==> src/rtl/wombat_command_master_if.sv <==
// Request, UART byte and response/status signals between the wombat command master and
// its host controller / UART TX-RX pair.
interface wombat_command_master_if #(
  parameter int unsigned WORD_WIDTH = 8,
  parameter int unsigned REG_WIDTH  = 4
);
  logic                            i_req_valid;
  logic                            o_req_ready;
  logic                            i_req_write;
  logic [WORD_WIDTH-1:0]           i_req_addr;
  logic [WORD_WIDTH*REG_WIDTH-1:0] i_req_data;
  logic                            o_tx_valid;
  logic                            i_tx_ready;
  logic [WORD_WIDTH-1:0]           o_tx_byte;
  logic                            i_rx_valid;
  logic [WORD_WIDTH-1:0]           i_rx_byte;
  logic                            o_rsp_valid;
  logic [WORD_WIDTH*REG_WIDTH-1:0] o_rsp_data;
  logic                            o_timeout;
  logic                            o_busy;

  modport master (
    input  i_req_valid, i_req_write, i_req_addr, i_req_data, i_tx_ready, i_rx_valid, i_rx_byte,
    output o_req_ready, o_tx_valid, o_tx_byte, o_rsp_valid, o_rsp_data, o_timeout, o_busy
  );

  modport slave (
    output i_req_valid, i_req_write, i_req_addr, i_req_data, i_tx_ready, i_rx_valid, i_rx_byte,
    input  o_req_ready, o_tx_valid, o_tx_byte, o_rsp_valid, o_rsp_data, o_timeout, o_busy
  );
endinterface

==> src/rtl/wombat_command_master.sv <==
// Host-side initiator for the wombat UART command protocol: serialises register write/read
// requests into opcode/address/data bytes and reassembles read-response bytes into a word.
module wombat_command_master #(
  parameter int unsigned           WORD_WIDTH     = 8,
  parameter int unsigned           REG_WIDTH      = 4,
  parameter bit                    LITTLE_ENDIAN  = 1'b0,
  parameter int unsigned           TIMEOUT_CYCLES = 65536,
  parameter logic [WORD_WIDTH-1:0] OP_WRITE       = WORD_WIDTH'(8'h57),
  parameter logic [WORD_WIDTH-1:0] OP_READ        = WORD_WIDTH'(8'h52)
) (
  input logic                     clk,
  input logic                     i_reset_n,
  wombat_command_master_if.master bus
);
  localparam int unsigned DATA_W = WORD_WIDTH * REG_WIDTH;
  localparam int unsigned IDX_W  = (REG_WIDTH > 1) ? $clog2(REG_WIDTH) : 1;
  localparam int unsigned CNT_W  = (TIMEOUT_CYCLES > 1) ? $clog2(TIMEOUT_CYCLES) : 1;
  localparam logic [IDX_W-1:0] LAST_IDX = IDX_W'(REG_WIDTH - 1);
  localparam logic [CNT_W-1:0] CNT_MAX  = CNT_W'(TIMEOUT_CYCLES - 1);

  typedef enum logic [2:0] {IDLE, SEND_OP, SEND_ADDR, SEND_DATA, WAIT_RSP} state_t;

  state_t                state_q, state_d;
  logic                  write_q, write_d;
  logic [WORD_WIDTH-1:0] addr_q, addr_d;
  logic [DATA_W-1:0]     data_q, data_d;
  logic                  tx_valid_q, tx_valid_d;
  logic [WORD_WIDTH-1:0] tx_byte_q, tx_byte_d;
  logic [IDX_W-1:0]      idx_q, idx_d, idx_next;
  logic [CNT_W-1:0]      cnt_q, cnt_d;
  logic [DATA_W-1:0]     asm_q, asm_d, asm_next;
  logic [DATA_W-1:0]     rsp_data_q, rsp_data_d;
  logic                  rsp_valid_q, rsp_valid_d;
  logic                  timeout_q, timeout_d;
  logic                  tx_fire;

  // Word k of the transmit order; MS word first unless LITTLE_ENDIAN.
  function automatic logic [WORD_WIDTH-1:0] word_at(input logic [DATA_W-1:0] d,
                                                    input logic [IDX_W-1:0]  k);
    int unsigned slot;
    slot = LITTLE_ENDIAN ? 32'(k) : (REG_WIDTH - 1 - 32'(k));
    return d[slot*WORD_WIDTH +: WORD_WIDTH];
  endfunction

  // Shifting in from the far end leaves the first byte in the right slot after REG_WIDTH bytes.
  function automatic logic [DATA_W-1:0] shift_in(input logic [DATA_W-1:0]     a,
                                                 input logic [WORD_WIDTH-1:0] b);
    if (LITTLE_ENDIAN) return {b, a[DATA_W-1:WORD_WIDTH]};
    else               return {a[DATA_W-WORD_WIDTH-1:0], b};
  endfunction

  assign tx_fire  = tx_valid_q && bus.i_tx_ready;
  assign idx_next = idx_q + 1'b1;
  assign asm_next = shift_in(asm_q, bus.i_rx_byte);

  always_comb begin
    state_d     = state_q;
    write_d     = write_q;
    addr_d      = addr_q;
    data_d      = data_q;
    tx_valid_d  = tx_valid_q;
    tx_byte_d   = tx_byte_q;
    idx_d       = idx_q;
    cnt_d       = cnt_q;
    asm_d       = asm_q;
    rsp_data_d  = rsp_data_q;
    rsp_valid_d = 1'b0;
    timeout_d   = 1'b0;
    case (state_q)
      IDLE: begin
        if (bus.i_req_valid) begin
          write_d    = bus.i_req_write;
          addr_d     = bus.i_req_addr;
          data_d     = bus.i_req_data;
          tx_valid_d = 1'b1;
          tx_byte_d  = bus.i_req_write ? OP_WRITE : OP_READ;
          state_d    = SEND_OP;
        end
      end
      SEND_OP: begin
        if (tx_fire) begin
          tx_byte_d = addr_q;
          state_d   = SEND_ADDR;
        end
      end
      SEND_ADDR: begin
        if (tx_fire) begin
          idx_d = '0;
          if (write_q) begin
            tx_byte_d = word_at(data_q, '0);
            state_d   = SEND_DATA;
          end else begin
            tx_valid_d = 1'b0;
            cnt_d      = '0;
            asm_d      = '0;
            state_d    = WAIT_RSP;
          end
        end
      end
      SEND_DATA: begin
        if (tx_fire) begin
          if (idx_q == LAST_IDX) begin
            tx_valid_d = 1'b0;
            state_d    = IDLE;
          end else begin
            idx_d     = idx_next;
            tx_byte_d = word_at(data_q, idx_next);
          end
        end
      end
      WAIT_RSP: begin
        if (bus.i_rx_valid) begin
          cnt_d = '0;
          asm_d = asm_next;
          if (idx_q == LAST_IDX) begin
            rsp_data_d  = asm_next;
            rsp_valid_d = 1'b1;
            state_d     = IDLE;
          end else begin
            idx_d = idx_next;
          end
        end else if (cnt_q == CNT_MAX) begin
          timeout_d = 1'b1;
          asm_d     = '0;
          state_d   = IDLE;
        end else begin
          cnt_d = cnt_q + 1'b1;
        end
      end
      default: state_d = IDLE;
    endcase
  end

  always_ff @(posedge clk or negedge i_reset_n) begin
    if (!i_reset_n) begin
      state_q     <= IDLE;
      write_q     <= 1'b0;
      addr_q      <= '0;
      data_q      <= '0;
      tx_valid_q  <= 1'b0;
      tx_byte_q   <= '0;
      idx_q       <= '0;
      cnt_q       <= '0;
      asm_q       <= '0;
      rsp_data_q  <= '0;
      rsp_valid_q <= 1'b0;
      timeout_q   <= 1'b0;
    end else begin
      state_q     <= state_d;
      write_q     <= write_d;
      addr_q      <= addr_d;
      data_q      <= data_d;
      tx_valid_q  <= tx_valid_d;
      tx_byte_q   <= tx_byte_d;
      idx_q       <= idx_d;
      cnt_q       <= cnt_d;
      asm_q       <= asm_d;
      rsp_data_q  <= rsp_data_d;
      rsp_valid_q <= rsp_valid_d;
      timeout_q   <= timeout_d;
    end
  end

  assign bus.o_req_ready = (state_q == IDLE);
  assign bus.o_busy      = (state_q != IDLE);
  assign bus.o_tx_valid  = tx_valid_q;
  assign bus.o_tx_byte   = tx_byte_q;
  assign bus.o_rsp_valid = rsp_valid_q;
  assign bus.o_rsp_data  = rsp_data_q;
  assign bus.o_timeout   = timeout_q;
endmodule

==> src/flat_wrapper.sv <==
// flat-port wrapper written by rule: the top's interface ports become plain ports
module wombat_command_master_flat 
#(
  parameter int unsigned           WORD_WIDTH     = 8,
  parameter int unsigned           REG_WIDTH      = 4,
  parameter bit                    LITTLE_ENDIAN  = 1'b0,
  parameter int unsigned           TIMEOUT_CYCLES = 65536,
  parameter logic [WORD_WIDTH-1:0] OP_WRITE       = WORD_WIDTH'(8'h57),
  parameter logic [WORD_WIDTH-1:0] OP_READ        = WORD_WIDTH'(8'h52)
)
  (clk, i_reset_n, bus_i_req_valid, bus_i_req_write, bus_i_req_addr, bus_i_req_data, bus_i_tx_ready, bus_i_rx_valid, bus_i_rx_byte, bus_o_req_ready, bus_o_tx_valid, bus_o_tx_byte, bus_o_rsp_valid, bus_o_rsp_data, bus_o_timeout, bus_o_busy);
  wombat_command_master_if #(.WORD_WIDTH(WORD_WIDTH), .REG_WIDTH(REG_WIDTH)) bus_i ();
  input logic clk;
  input logic i_reset_n;
  input wire logic [$bits(bus_i.i_req_valid)-1:0] bus_i_req_valid;
  input wire logic [$bits(bus_i.i_req_write)-1:0] bus_i_req_write;
  input wire logic [$bits(bus_i.i_req_addr)-1:0] bus_i_req_addr;
  input wire logic [$bits(bus_i.i_req_data)-1:0] bus_i_req_data;
  input wire logic [$bits(bus_i.i_tx_ready)-1:0] bus_i_tx_ready;
  input wire logic [$bits(bus_i.i_rx_valid)-1:0] bus_i_rx_valid;
  input wire logic [$bits(bus_i.i_rx_byte)-1:0] bus_i_rx_byte;
  output wire logic [$bits(bus_i.o_req_ready)-1:0] bus_o_req_ready;
  output wire logic [$bits(bus_i.o_tx_valid)-1:0] bus_o_tx_valid;
  output wire logic [$bits(bus_i.o_tx_byte)-1:0] bus_o_tx_byte;
  output wire logic [$bits(bus_i.o_rsp_valid)-1:0] bus_o_rsp_valid;
  output wire logic [$bits(bus_i.o_rsp_data)-1:0] bus_o_rsp_data;
  output wire logic [$bits(bus_i.o_timeout)-1:0] bus_o_timeout;
  output wire logic [$bits(bus_i.o_busy)-1:0] bus_o_busy;
  assign bus_i.i_req_valid = bus_i_req_valid;
  assign bus_i.i_req_write = bus_i_req_write;
  assign bus_i.i_req_addr = bus_i_req_addr;
  assign bus_i.i_req_data = bus_i_req_data;
  assign bus_i.i_tx_ready = bus_i_tx_ready;
  assign bus_i.i_rx_valid = bus_i_rx_valid;
  assign bus_i.i_rx_byte = bus_i_rx_byte;
  assign bus_o_req_ready = bus_i.o_req_ready;
  assign bus_o_tx_valid = bus_i.o_tx_valid;
  assign bus_o_tx_byte = bus_i.o_tx_byte;
  assign bus_o_rsp_valid = bus_i.o_rsp_valid;
  assign bus_o_rsp_data = bus_i.o_rsp_data;
  assign bus_o_timeout = bus_i.o_timeout;
  assign bus_o_busy = bus_i.o_busy;
  wombat_command_master #(.WORD_WIDTH(WORD_WIDTH), .REG_WIDTH(REG_WIDTH), .LITTLE_ENDIAN(LITTLE_ENDIAN), .TIMEOUT_CYCLES(TIMEOUT_CYCLES), .OP_WRITE(OP_WRITE), .OP_READ(OP_READ)) u_core (.clk(clk), .i_reset_n(i_reset_n), .bus(bus_i));
endmodule
==> config.mk <==
export PLATFORM = sky130hd
export DESIGN_NAME = wombat_command_master_flat
export DESIGN_NICKNAME = d
export VERILOG_FILES = /design/src/rtl/wombat_command_master_if.sv /design/src/rtl/wombat_command_master.sv /design/src/flat_wrapper.sv
export SDC_FILE = /design/constraint.sdc
export NUM_CORES = 1
export LEC_CHECK = 0
export BUFFER_PORTS_ARGS = -buffer_cell sky130_fd_sc_hd__buf_2
export CELL_PAD_IN_SITES_DETAIL_PLACEMENT = 0
export CELL_PAD_IN_SITES_GLOBAL_PLACEMENT = 1
export CORE_ASPECT_RATIO = 0.75
export CORE_MARGIN = 2
export CORE_UTILIZATION = 45
export CTS_CLUSTER_DIAMETER = 60
export CTS_CLUSTER_SIZE = 16
export DETAILED_ROUTE_END_ITERATION = 8
export PLACE_DENSITY_LB_ADDON = 0.08
export SYNTH_ARGS = -nofsm -noshare
export SYNTH_HDL_FRONTEND = slang
export SYNTH_SLANG_ARGS = --single-unit
==> constraint.sdc <==
create_clock -name clk -period 5.57 [get_ports clk]
set_clock_uncertainty 0.2 [all_clocks]
set_input_delay 1.114 -clock clk [delete_from_list [all_inputs] [get_ports clk]]
set_output_delay 1.114 -clock clk [all_outputs]
set_load 0.05 [all_outputs]
==> results of run 1 <==
==> placed cells by master (no fill, tap or decap), types with 4 or more instances in the layout <==
| cell type | synthesis | layout |
|---|---|---|
| dfrtp_1 | 129 | 129 |
| buf_2 | 13 | 97 |
| mux2_2 | 80 | 80 |
| a22o_1 | 25 | 25 |
| nand2_1 | 18 | 18 |
| clkbuf_16 | 0 | 17 |
| nor2_1 | 10 | 10 |
| nand3_1 | 10 | 10 |
| and3_1 | 9 | 9 |
| mux2i_1 | 9 | 9 |
| a31oi_1 | 9 | 9 |
| a21oi_1 | 8 | 8 |
| inv_1 | 6 | 6 |
| nor3_1 | 6 | 6 |
| o21ai_0 | 6 | 6 |
| mux4_2 | 5 | 5 |
| a221o_1 | 5 | 5 |
| or3_1 | 4 | 4 |
| nand4_1 | 4 | 4 |
| nand2b_1 | 4 | 4 |
| o211ai_1 | 4 | 4 |
| nor4_1 | 4 | 4 |
| clkinv_4 | 0 | 4 |
| clkinv_2 | 0 | 4 |
==> metal layers <==
metal / global-route usage (%) / up-vias
li1: - / 1812
met1: 28.10 / 1938
met2: 27.22 / 99
met3: 6.106 / 15
met4: 7.447 / 0
met5: 0 / -
==> logic make-up after synthesis <==
kind of cell	share of synthesized area, %
muxes	19.41
adders and majority gates	0.6603
DFF	56.78
and+or+nand+nor	8.274
AOI/OAI and AO/OA	12.15
buffers and inverters	2.729
==> registers in the layout, summed over array words and instances, names as in the netlist <==
signal / cells
u_core.bus.o_timeout: 1
u_core.state_q: 3
u_core.cnt_q: 16
u_core.data_q: 32
u_core.bus.o_tx_valid: 1
u_core.addr_q: 8
u_core.idx_q: 2
u_core.bus.o_rsp_data: 32
u_core.bus.o_tx_byte: 8
u_core.asm_q: 24
u_core.bus.o_rsp_valid: 1
u_core.write_q: 1
==> power by group through the flow <==
stage	Clock (mW)	Combinational (mW)	Sequential, mW
final	1.12	0.475	1.18
after detailed placement	0	0.477	1.20
after global placement	0	0.474	1.19
after global routing	1.20	0.516	1.20
after CTS	1.14	0.479	1.18
after floorplan	0	0.333	1.19
==> worst max path at each step <==
stage,end,depth (start not counted)
global route,u_core.bus.o_rsp_data[24],5
finish,bus_o_req_ready,3
floorplan,bus_o_req_ready,3
detailed placement,u_core.bus.o_rsp_data[22],5
global placement,u_core.bus.o_rsp_data[11],5
CTS,bus_o_req_ready,3
==> metrics by stage <==
step	std cells	power, mW	hold slack (ns)	instance area (um^2)	util, %
2_1_floorplan	429	1.520	0.2622	5685	-
3_3_place_gp	669	1.664	0.2798	6281	51.04
3_5_place_dp	669	1.673	0.2789	6281	51.04
4_1_cts	700	2.804	0.2993	6882	55.92
5_1_grt	700	2.911	0.3137	6882	55.92
6_report	700	2.773	0.2959	6882	55.92
==> cell type report <==
class / instances / area share (%)
multi-input combinational: 267 / 33.47
clock buffer: 18 / 6.382
inverter: 6 / 0.3273
tap: 166 / 3.018
timing repair buffer: 101 / 7.545
sequential: 129 / 46.91
clock inverter: 13 / 2.345
==> critical path, cell delays in order (launching register included) <==
cell,delay (ns)
dfrtp_1,0.62
or3_1,0.45
inv_1,0.07
buf_2,0.25
==> results.txt, run 1 <==
Status -> finished, final reports clean
Clk slew on worst S/H paths -> 0.06 ns
Post-CTS setup buffers -> 0
Hold Crit Class -> reg -> reg
HP Start -> u_core.asm_q[17]
GP Congestion -> 0.8099
P_leak -> 3.452 nW
Worst-margin pin slew -> 0.9735 ns
CTS Buf Count -> 17
Vias per cell -> 5.520
RSZ-0062 raised after global routing -> false
Achievable Freq -> 0.3208 GHz
Die area -> 0.01356 mm^2
Net Switching -> 0.7677 mW
Maximum fanout along the worst path -> 22
Worst Setup SP -> u_core.state_q[0]
Fin nets -> 579
Met1 Routed Length -> 5881 um
Initial antenna violation count -> 0
Dpl hpwl -> 7957 um
Setup slack, reg-to-reg -> 2.53 ns
Hold buffers post-CTS -> 0
# H-tree levels -> 4
CTS root buffer -> clkbuf_16
Switching share of power -> 27.68%
Layout cells sized above 1 -> 42.32%
Avg Cell Area, Syn -> 13.25 um^2
Initial DRC Count -> 254
Combinational fraction of design power -> 17.1%
Number of distinct library cells after synthesis -> 54
TritonRoute pass-1 iters -> 4
Clk buf depth -> 2
Yosys warns -> 0
Area Overhead vs Synth -> 21.04%
Global-route wire length before repair -> 20290 um
Critical path arrival -> 1.80 ns
Crit Path Category -> reg -> out
Vias in the first global route -> 3871
Clk sink count -> 129
Sequential area share after synthesis -> 56.78%
Port bufs -> 98
Syn Inst Count -> 429
Slew HR -> 35.10%
Post-synth net total -> 486
Startpoint types -> register
Routed length on met2 -> 5336 um
Fillcell total -> 1031
Max capacitance violation total -> 0
Part of the power in the clock network -> 40.3%
Dominant cell type by area after synthesis -> dfrtp_1
Worst Hold End -> u_core.asm_q[17]
Starting Density -> 46.20%
FP Rows -> 35
Total number of vias -> 3864
Number of antenna diodes -> 0
Setup violations, final -> 0
Top_reg_cell synth -> dfrtp_1
EDFF count, synth -> 0
FF-to-FF Start -> u_core.state_q[0]
R2r endpoint -> u_core.bus.o_rsp_data[30]
Synthesized area -> 0.005685 mm^2
Internal power -> 2.005 mW
Power density cells -> 403.0 mW/mm^2
Max Used Layer -> met4
TritonCTS clock tree -> yes
Yosys top cell area share -> 56.78%
Final hold violations -> 0
Period Utilization, post-route -> 55.97%
WL final -> 12070 um
Met3 wire len -> 682 um
Count leader, synth -> dfrtp_1
Worst setup margin -> 2.453 ns
Worst-Skew Late Latency -> 0.41 ns
Sequential power share -> 42.6%
Area of the multi-input gates -> 0.002303 mm^2
Register Area -> 0.003228 mm^2
CP Data Required Time -> 4.26 ns
Dpl ws -> 2.472 ns
Synth top area cells -> dfrtp_1 57%, mux2_2 16%, a22o_1 3.9%, mux4_2 2.0%, mux2i_1 1.6%
Final TNS setup -> 0 ns
GRT overflow -> 0
Ys async rst share -> 100.0%
Number of synthesized register bits -> 129
Max-slew violations -> 0
GRT Total Usage -> 19.37%
DRC viols -> 0
Antenna Nets Post-Route -> 0
Core box area -> 0.01231 mm^2
Cells resized by post-CTS repair -> 0
Largest net degree at the start of global routing -> 94
Synth top cells by count -> 129 x dfrtp_1, 80 x mux2_2, 25 x a22o_1
Worst hold path stage count -> 1
Number of cells on the worst reg-to-reg path -> 5
Fin crit period -> 3.117 ns
Die span in y -> 101.3 um
IO Count -> 99
Peak VDD IR -> 0.2489 mV
DIE WIDTH -> 133.8 um
CP endpoint kind -> output port
Wire length per cell -> 17.24 um
Power figures use the tool's default switching activity.
==> run 2, diff against run 1 <==
- clock period: 5.57 -> 3.25 ns (I/O delays scaled with it)
==> results.txt, run 2 (synthesis gave the netlist of run 1 again) <==
Status -> finished, final reports clean (unchanged)
Core box area -> 0.01231 mm^2 (unchanged)
Die area -> 0.01356 mm^2 (unchanged)
Post-CTS setup buffers -> 0 (unchanged)
Family with the most delay on the worst path -> compound AO/OA/AOI/OAI gates (was flip-flops)
Part of the power in the clock network -> 41.9% (was 40.3%)
Clk slew on worst S/H paths -> 0.06 ns (about the same)
GRT Total Usage -> 19.66% (was 19.37%)
Initial antenna violation count -> 0 (unchanged)
Critical-path top delay cell -> dfrtp_1 (unchanged)
Maximum fanout along the worst path -> 19 (was 22)
Finished Cell Area -> 0.006979 mm^2 (was 0.006882 mm^2)
GRT overflow -> 0 (unchanged)
Fillcell total -> 1061 (was 1031)
Combinational fraction of design power -> 17.5% (was 17.1%)
Vias in the first global route -> 4042 (was 3871)
Layout cells sized above 1 -> 42.88% (was 42.32%)
Final Hold Slack -> 0.02428 ns (was 0.2959 ns)
Register Area -> 0.003228 mm^2 (unchanged)
Setup slack, reg-to-reg -> 0.50 ns (was 2.53 ns)
DRC viols -> 0 (unchanged)
# H-tree levels -> 4 (unchanged)
IO Count -> 99 (unchanged)
Worst-Skew Late Latency -> 0.41 ns (about the same)
Final total power -> 4.908 mW (was 2.773 mW)
Power density cells -> 703.3 mW/mm^2 (was 403.0 mW/mm^2)
Most common cell after layout, fill and taps aside -> dfrtp_1 (unchanged)
Hold buffers post-CTS -> 0 (unchanged)
Clk sink count -> 129 (unchanged)
CP Buf/Inv Count -> 0 (was 2)
Antenna Nets Post-Route -> 0 (unchanged)
CP endpoint kind -> register (was output port)
Switching share of power -> 27.74% (was 27.68%)
RSZ-0062 raised after global routing -> false (unchanged)
Peak VDD IR -> 0.4428 mV (was 0.2489 mV)
Hold Crit Class -> in -> async (was reg -> reg)
Fin crit period -> 2.754 ns
Die span in y -> 101.3 um (unchanged)
Wire length per cell -> 17.32 um (was 17.24 um)
Crit Path Category -> reg -> reg (was reg -> out)
Most frequent cells in the layout -> 129 x dfrtp_1, 97 x buf_2, 80 x mux2_2 (unchanged)
P_leak -> 3.493 nW (was 3.452 nW)
Critical path arrival -> 2.85 ns (was 1.80 ns)
Startpoint types -> register (unchanged)
Max capacitance violation total -> 0 (unchanged)
Fin nets -> 585 (was 579)
TritonCTS clock tree -> yes (unchanged)
CTS Buf Count -> 17 (unchanged)
Largest net degree at the start of global routing -> 75 (was 94)
Worst-margin pin slew -> 0.7246 ns (was 0.9735 ns)
GP Congestion -> 0.7939 (was 0.8099)
Clk buf depth -> 2 (unchanged)
Vias per cell -> 5.601 (was 5.520)
Slew HR -> 51.69% (was 35.10%)
Initial DRC Count -> 248 (was 254)
Area of the multi-input gates -> 0.002303 mm^2 (unchanged)
Dpl hpwl -> 8251 um (was 7957 um)
Final hold violations -> 0 (unchanged)
CTS root buffer -> clkbuf_16 (unchanged)
FP Rows -> 35 (unchanged)
Placed inst area -> 0.006339 mm^2 (was 0.006281 mm^2)
Critical Path, Cell by Cell -> nor2b_1, a41oi_1, a41o_1, a221o_1 (was or3_1, inv_1, buf_2)
Biggest cell delay along the critical path -> 0.72 ns (was 0.62 ns)
Port bufs -> 98 (unchanged)
Final TNS setup -> 0 ns (unchanged)
Period Utilization, post-route -> 84.73%
Setup violations, final -> 0 (unchanged)
Total number of vias -> 3960 (was 3864)
Cells resized by post-CTS repair -> 0 (unchanged)
Achievable Freq -> 0.3631 GHz
DIE WIDTH -> 133.8 um (unchanged)
Internal power -> 3.546 mW (was 2.005 mW)
TritonRoute pass-1 iters -> 6 (was 4)
Global-route wire length before repair -> 20640 um (was 20290 um)
Sequential power share -> 40.6% (was 42.6%)
WL final -> 12240 um (was 12070 um)
Number of antenna diodes -> 0 (unchanged)
Starting Density -> 46.20% (unchanged)
CP Data Required Time -> 3.34 ns (was 4.26 ns)
Max-slew violations -> 0 (unchanged)
Area Overhead vs Synth -> 22.76% (was 21.04%)
Net Switching -> 1.362 mW (was 0.7677 mW)
run 2: cell types whose count changed in the layout (fill, tap and decap cells not counted):
cell and change:
buf_12 +1, clkinv_2 -4, clkinvlp_4 +2, inv_6 +4, buf_4 +5, inv_8 +1, clkbuf_1 +1, clkinv_4 -4
bufinv_16 +1
run 2: per-stage QoR:
stage          setup WS [ns]  util (%)  cells
2_1_floorplan         0.4988         -    429
3_3_place_gp          0.4845     51.51    675
3_5_place_dp          0.4644     51.51    675
4_1_cts               0.4732     56.72    707
5_1_grt               0.2842     56.72    707
6_report              0.4962     56.72    707
run 2: power groups by stage:
stage / clock network, mW / logic (mW) / registers, mW
finish: 2.06 / 0.860 / 1.99
global route: 2.18 / 0.941 / 2.02
CTS: 2.10 / 0.869 / 1.99
detailed placement: 0 / 0.867 / 2.02
global placement: 0 / 0.850 / 2.01
floorplan: 0 / 0.571 / 2.03
run 2: area by class of cell:
class | instances | area share [%]
Sequential cell | 129 | 46.25
Inverter | 6 | 0.3227
Tap cell | 166 | 2.976
Multi-Input combinational cell | 267 | 33.00
Clock buffer | 19 | 6.346
Timing Repair Buffer | 107 | 8.265
Clock inverter | 13 | 2.833
run 2: metal layers:
| metal | global-route usage (%) | up-vias | routed length (um) |
|---|---|---|---|
| li1 | - | 1836 | - |
| met1 | 27.25 | 1984 | 5782 |
| met2 | 29.27 | 123 | 5472 |
| met3 | 5.906 | 17 | 767 |
| met4 | 7.856 | 0 | 221 |
| met5 | 0 | - | 0 |
run 2: worst register-to-register path, stage by stage, from the launching register on:
cell and delay [ns]:
dfrtp_1 0.72, nor2b_1 0.51, a41oi_1 0.41, a41o_1 0.44, a221o_1 0.37
run 2: worst paths after layout:
check,from,end,cells past startpoint
worst max-delay path,u_core.state_q[1],u_core.cnt_q[15],4
worst min-delay path,i_reset_n,u_core.cnt_q[14],1
worst max register to register,u_core.state_q[1],u_core.cnt_q[15],4
worst min register to register,u_core.asm_q[19],u_core.asm_q[19],1
max in group asynchronous,i_reset_n,u_core.data_q[7],2
min in group clk,bus_i_req_data[30],u_core.data_q[30],2
==> run 3, diff against run 2 <==
- ABC_AREA: unset -> 1
- CORE_UTILIZATION: 45 -> 38
- clock period: 3.25 -> 2.5 ns (I/O delays scaled with it)
==> results.txt, run 3 <==
Status -> finished, final reports clean (unchanged)
Period Utilization, post-route -> 93.94%
Power density cells -> 1158 mW/mm^2 (was 703.3 mW/mm^2)
Number of synthesized register bits -> 129 (unchanged)
Critical-path top delay cell -> dfrtp_1 (unchanged)
R2r endpoint -> u_core.asm_q[16] (was u_core.cnt_q[15])
EDFF count, synth -> 0 (unchanged)
Worst Setup SP -> u_core.state_q[0] (was u_core.state_q[1])
Critical Path, Cell by Cell -> inv_2, nand2_2, nor2_4, inv_1, buf_2 (was nor2b_1, a41oi_1, a41o_1, a221o_1)
Family with the most delay on the worst path -> buffers and inverters (was compound AO/OA/AOI/OAI gates)
DIE WIDTH -> 150.0 um (was 133.8 um)
Core box area -> 0.01542 mm^2 (was 0.01231 mm^2)
Post-synth net total -> 762 (was 486)
Dpl ws -> 0.3620 ns (was 0.4644 ns)
Net Switching -> 3.349 mW (was 1.362 mW)
Fin nets -> 866 (was 585)
Fin crit period -> 2.348 ns
TritonRoute pass-1 iters -> 5 (was 6)
P_leak -> 3.828 nW (was 3.493 nW)
Most common cell after layout, fill and taps aside -> nand2_1 (was dfrtp_1)
Synth top area cells -> dfrtp_1 53%, nand2_1 15%, o21ai_0 6.4%, mux2_2 5.4%, nor2_1 3.0% (was dfrtp_1 57%, mux2_2 16%, a22o_1 3.9%, mux4_2 2.0%, mux2i_1 1.6%)
Achievable Freq -> 0.4258 GHz
Port bufs -> 98 (unchanged)
Number of antenna diodes -> 0 (unchanged)
Final TNS setup -> 0 ns (unchanged)
Internal power -> 5.192 mW (was 3.546 mW)
Initial DRC Count -> 311 (was 248)
Clk slew on worst S/H paths -> 0.06 ns (about the same)
Die area -> 0.01702 mm^2 (was 0.01356 mm^2)
Fillcell total -> 1551 (was 1061)
Antenna Nets Post-Route -> 0 (unchanged)
CP Buf/Inv Count -> 3 (was 0)
Top_reg_cell synth -> dfrtp_1 (unchanged)
Slew HR -> 57.21% (was 51.69%)
Setup violations, final -> 0 (unchanged)
FP Rows -> 39 (was 35)
Final hold violations -> 0 (unchanged)
Fin util -> 47.83% (was 56.72%)
Hold buffers post-CTS -> 1 (was 0)
IO Count -> 99 (unchanged)
Startpoint types -> register (unchanged)
Sequential power share -> 35.7% (was 40.6%)
Register Area -> 0.003228 mm^2 (unchanged)
Worst-margin pin slew -> 0.6419 ns (was 0.7246 ns)
Vias in the first global route -> 4786 (was 4042)
FF-to-FF Start -> u_core.cnt_q[0] (was u_core.state_q[1])
Hold Crit Class -> in -> reg (was in -> async)
GP Congestion -> 0.8387 (was 0.7939)
Critical path arrival -> 1.65 ns (was 2.85 ns)
Part of the power in the clock network -> 29.4% (was 41.9%)
Number of distinct library cells after synthesis -> 29 (was 54)
TritonCTS clock tree -> yes (unchanged)
Clk buf depth -> 2 (unchanged)
Combinational fraction of design power -> 34.9% (was 17.5%)
CTS root buffer -> clkbuf_16 (unchanged)
Worst setup margin -> 0.1516 ns (was 0.4962 ns)
Synth top cells by count -> 250 x nand2_1, 129 x dfrtp_1, 78 x o21ai_0 (was 129 x dfrtp_1, 80 x mux2_2, 25 x a22o_1)
Synthesized area -> 0.006072 mm^2 (was 0.005685 mm^2)
Dominant cell type by area after synthesis -> dfrtp_1 (unchanged)
Yosys top cell area share -> 53.16% (was 56.78%)
Avg Cell Area, Syn -> 8.613 um^2 (was 13.25 um^2)
GRT overflow -> 0 (unchanged)
Area Overhead vs Synth -> 21.45% (was 22.76%)
GRT Total Usage -> 19.80% (was 19.66%)
WL final -> 15640 um (was 12240 um)
# H-tree levels -> 4 (unchanged)
CTS Buf Count -> 17 (unchanged)
CP Data Required Time -> 1.80 ns (was 3.34 ns)
Ys async rst share -> 100.0% (unchanged)
Maximum fanout along the worst path -> 6 (was 19)
Yosys warns -> 0 (unchanged)
Critical path endpoint -> bus_o_busy (was u_core.cnt_q[15])
RSZ-0062 raised after global routing -> false (unchanged)
Area of the multi-input gates -> 0.002497 mm^2 (was 0.002303 mm^2)
Max-slew violations -> 0 (unchanged)
Starting Density -> 39.38% (was 46.20%)
DRC viols -> 0 (unchanged)
Dpl hpwl -> 11240 um (was 8251 um)
Placed cell count -> 994 (was 675)
Largest net degree at the start of global routing -> 55 (was 75)
Biggest cell delay along the critical path -> 0.46 ns (was 0.72 ns)
Number of cells on the worst reg-to-reg path -> 8 (was 4)
Count leader, synth -> nand2_1 (was dfrtp_1)
Most frequent cells in the layout -> 250 x nand2_1, 129 x dfrtp_1, 97 x buf_2 (was 129 x dfrtp_1, 97 x buf_2, 80 x mux2_2)
Worst-Skew Late Latency -> 0.42 ns (was 0.41 ns)
Layout cells sized above 1 -> 23.87% (was 42.88%)
Peak VDD IR -> 0.5351 mV (was 0.4428 mV)
Global-route wire length before repair -> 25940 um (was 20640 um)
Clk sink count -> 129 (unchanged)
HP Start -> bus_i_rx_byte[7]
Syn Inst Count -> 705 (was 429)
Stages on worst setup path -> 5 (was 4)
CP endpoint kind -> output port (was register)
Switching share of power -> 39.21% (was 27.74%)
Crit Path Category -> reg -> out (was reg -> reg)
Non-filler cells, final -> 1026 (was 707)
Sequential area share after synthesis -> 53.16% (was 56.78%)
Cells resized by post-CTS repair -> 0 (unchanged)
Setup slack, reg-to-reg -> 0.34 ns (was 0.50 ns)
Die span in y -> 113.5 um (was 101.3 um)
Total number of vias -> 5043 (was 3960)
Initial antenna violation count -> 0 (unchanged)
Max capacitance violation total -> 0 (unchanged)
Wire length per cell -> 15.24 um (was 17.32 um)
Vias per cell -> 4.915 (was 5.601)
Post-CTS setup buffers -> 0 (unchanged)
[run 3: cell count changes in the layout (fill, tap and decap cells not counted), sizes merged, moves of 5 or more]
cell   delta
a221o     -5
nor2     +47
o21ai    +77
mux4      -5
nand4    +11
a22o     -25
nand3    +20
a21oi     +9
and3      -9
inv      +36
nand2   +240
mux2i     -9
mux2     -51
a31oi     -9
[run 3: layout make-up]
cell class	count	share of cell area (%)
sequential	129	43.77
clock inverter	12	2.172
timing repair buffer	110	8.449
inverter	47	2.392
clock buffer	19	5.870
multi-input combinational	504	33.87
tap	205	3.478
[run 3: how the worst min path moves through the flow]
stage,endpoint,cells past startpoint
detailed placement,u_core.addr_q[1],1
floorplan,u_core.addr_q[0],0
global route,u_core.data_q[8],2
finish,u_core.asm_q[7],3
CTS,u_core.asm_q[7],3
global placement,u_core.addr_q[1],1
[run 3: layer usage]
metal	routed length [um]	track usage, %
met1	8228	30.86
met5	0	0
met4	165	5.849
met3	926	5.040
met2	6316	26.82
[run 3: stage by stage]
step                      power, mW  hold slack (ns)  cell area, um^2
final                         8.540           0.1021             7375
after global routing          9.120          0.09993             7375
after global placement        6.004           0.2360             6771
after CTS                     8.604          0.08842             7375
after floorplan               5.210         0.004409             6072
after detailed placement      6.049           0.2488             6771
[run 3: power by group through the flow]
stage | logic, mW | clock network [mW] | registers, mW
after floorplan | 1.89 | 0 | 3.32
after global placement | 2.95 | 0 | 3.05
after detailed placement | 2.97 | 0 | 3.07
after CTS | 2.99 | 2.56 | 3.05
after global routing | 3.35 | 2.66 | 3.11
final | 2.98 | 2.51 | 3.05
[run 3: logic make-up (layout without fill, tap and decap cells)]
logic type	after synthesis	in the layout	synth area share (%)
buffers and inverters	72	188	5.708
multiplexers	29	29	5.378
AO/OA/AOI/OAI	103	103	8.737
AND/OR/NAND/NOR	369	369	26.40
flip-flops	129	129	53.16
adder cells (fa/ha/maj)	3	3	0.6182
[run 3: worst reg2reg max path, delay by kind of cell (launching register included)]
family / cells / cell delay (ns)
adder cells (fa/ha/maj): 1 / 0.28
AND/OR/NAND/NOR: 5 / 0.76
flip-flops: 1 / 0.45
buffers and inverters: 1 / 0.11
AO/OA/AOI/OAI: 1 / 0.26
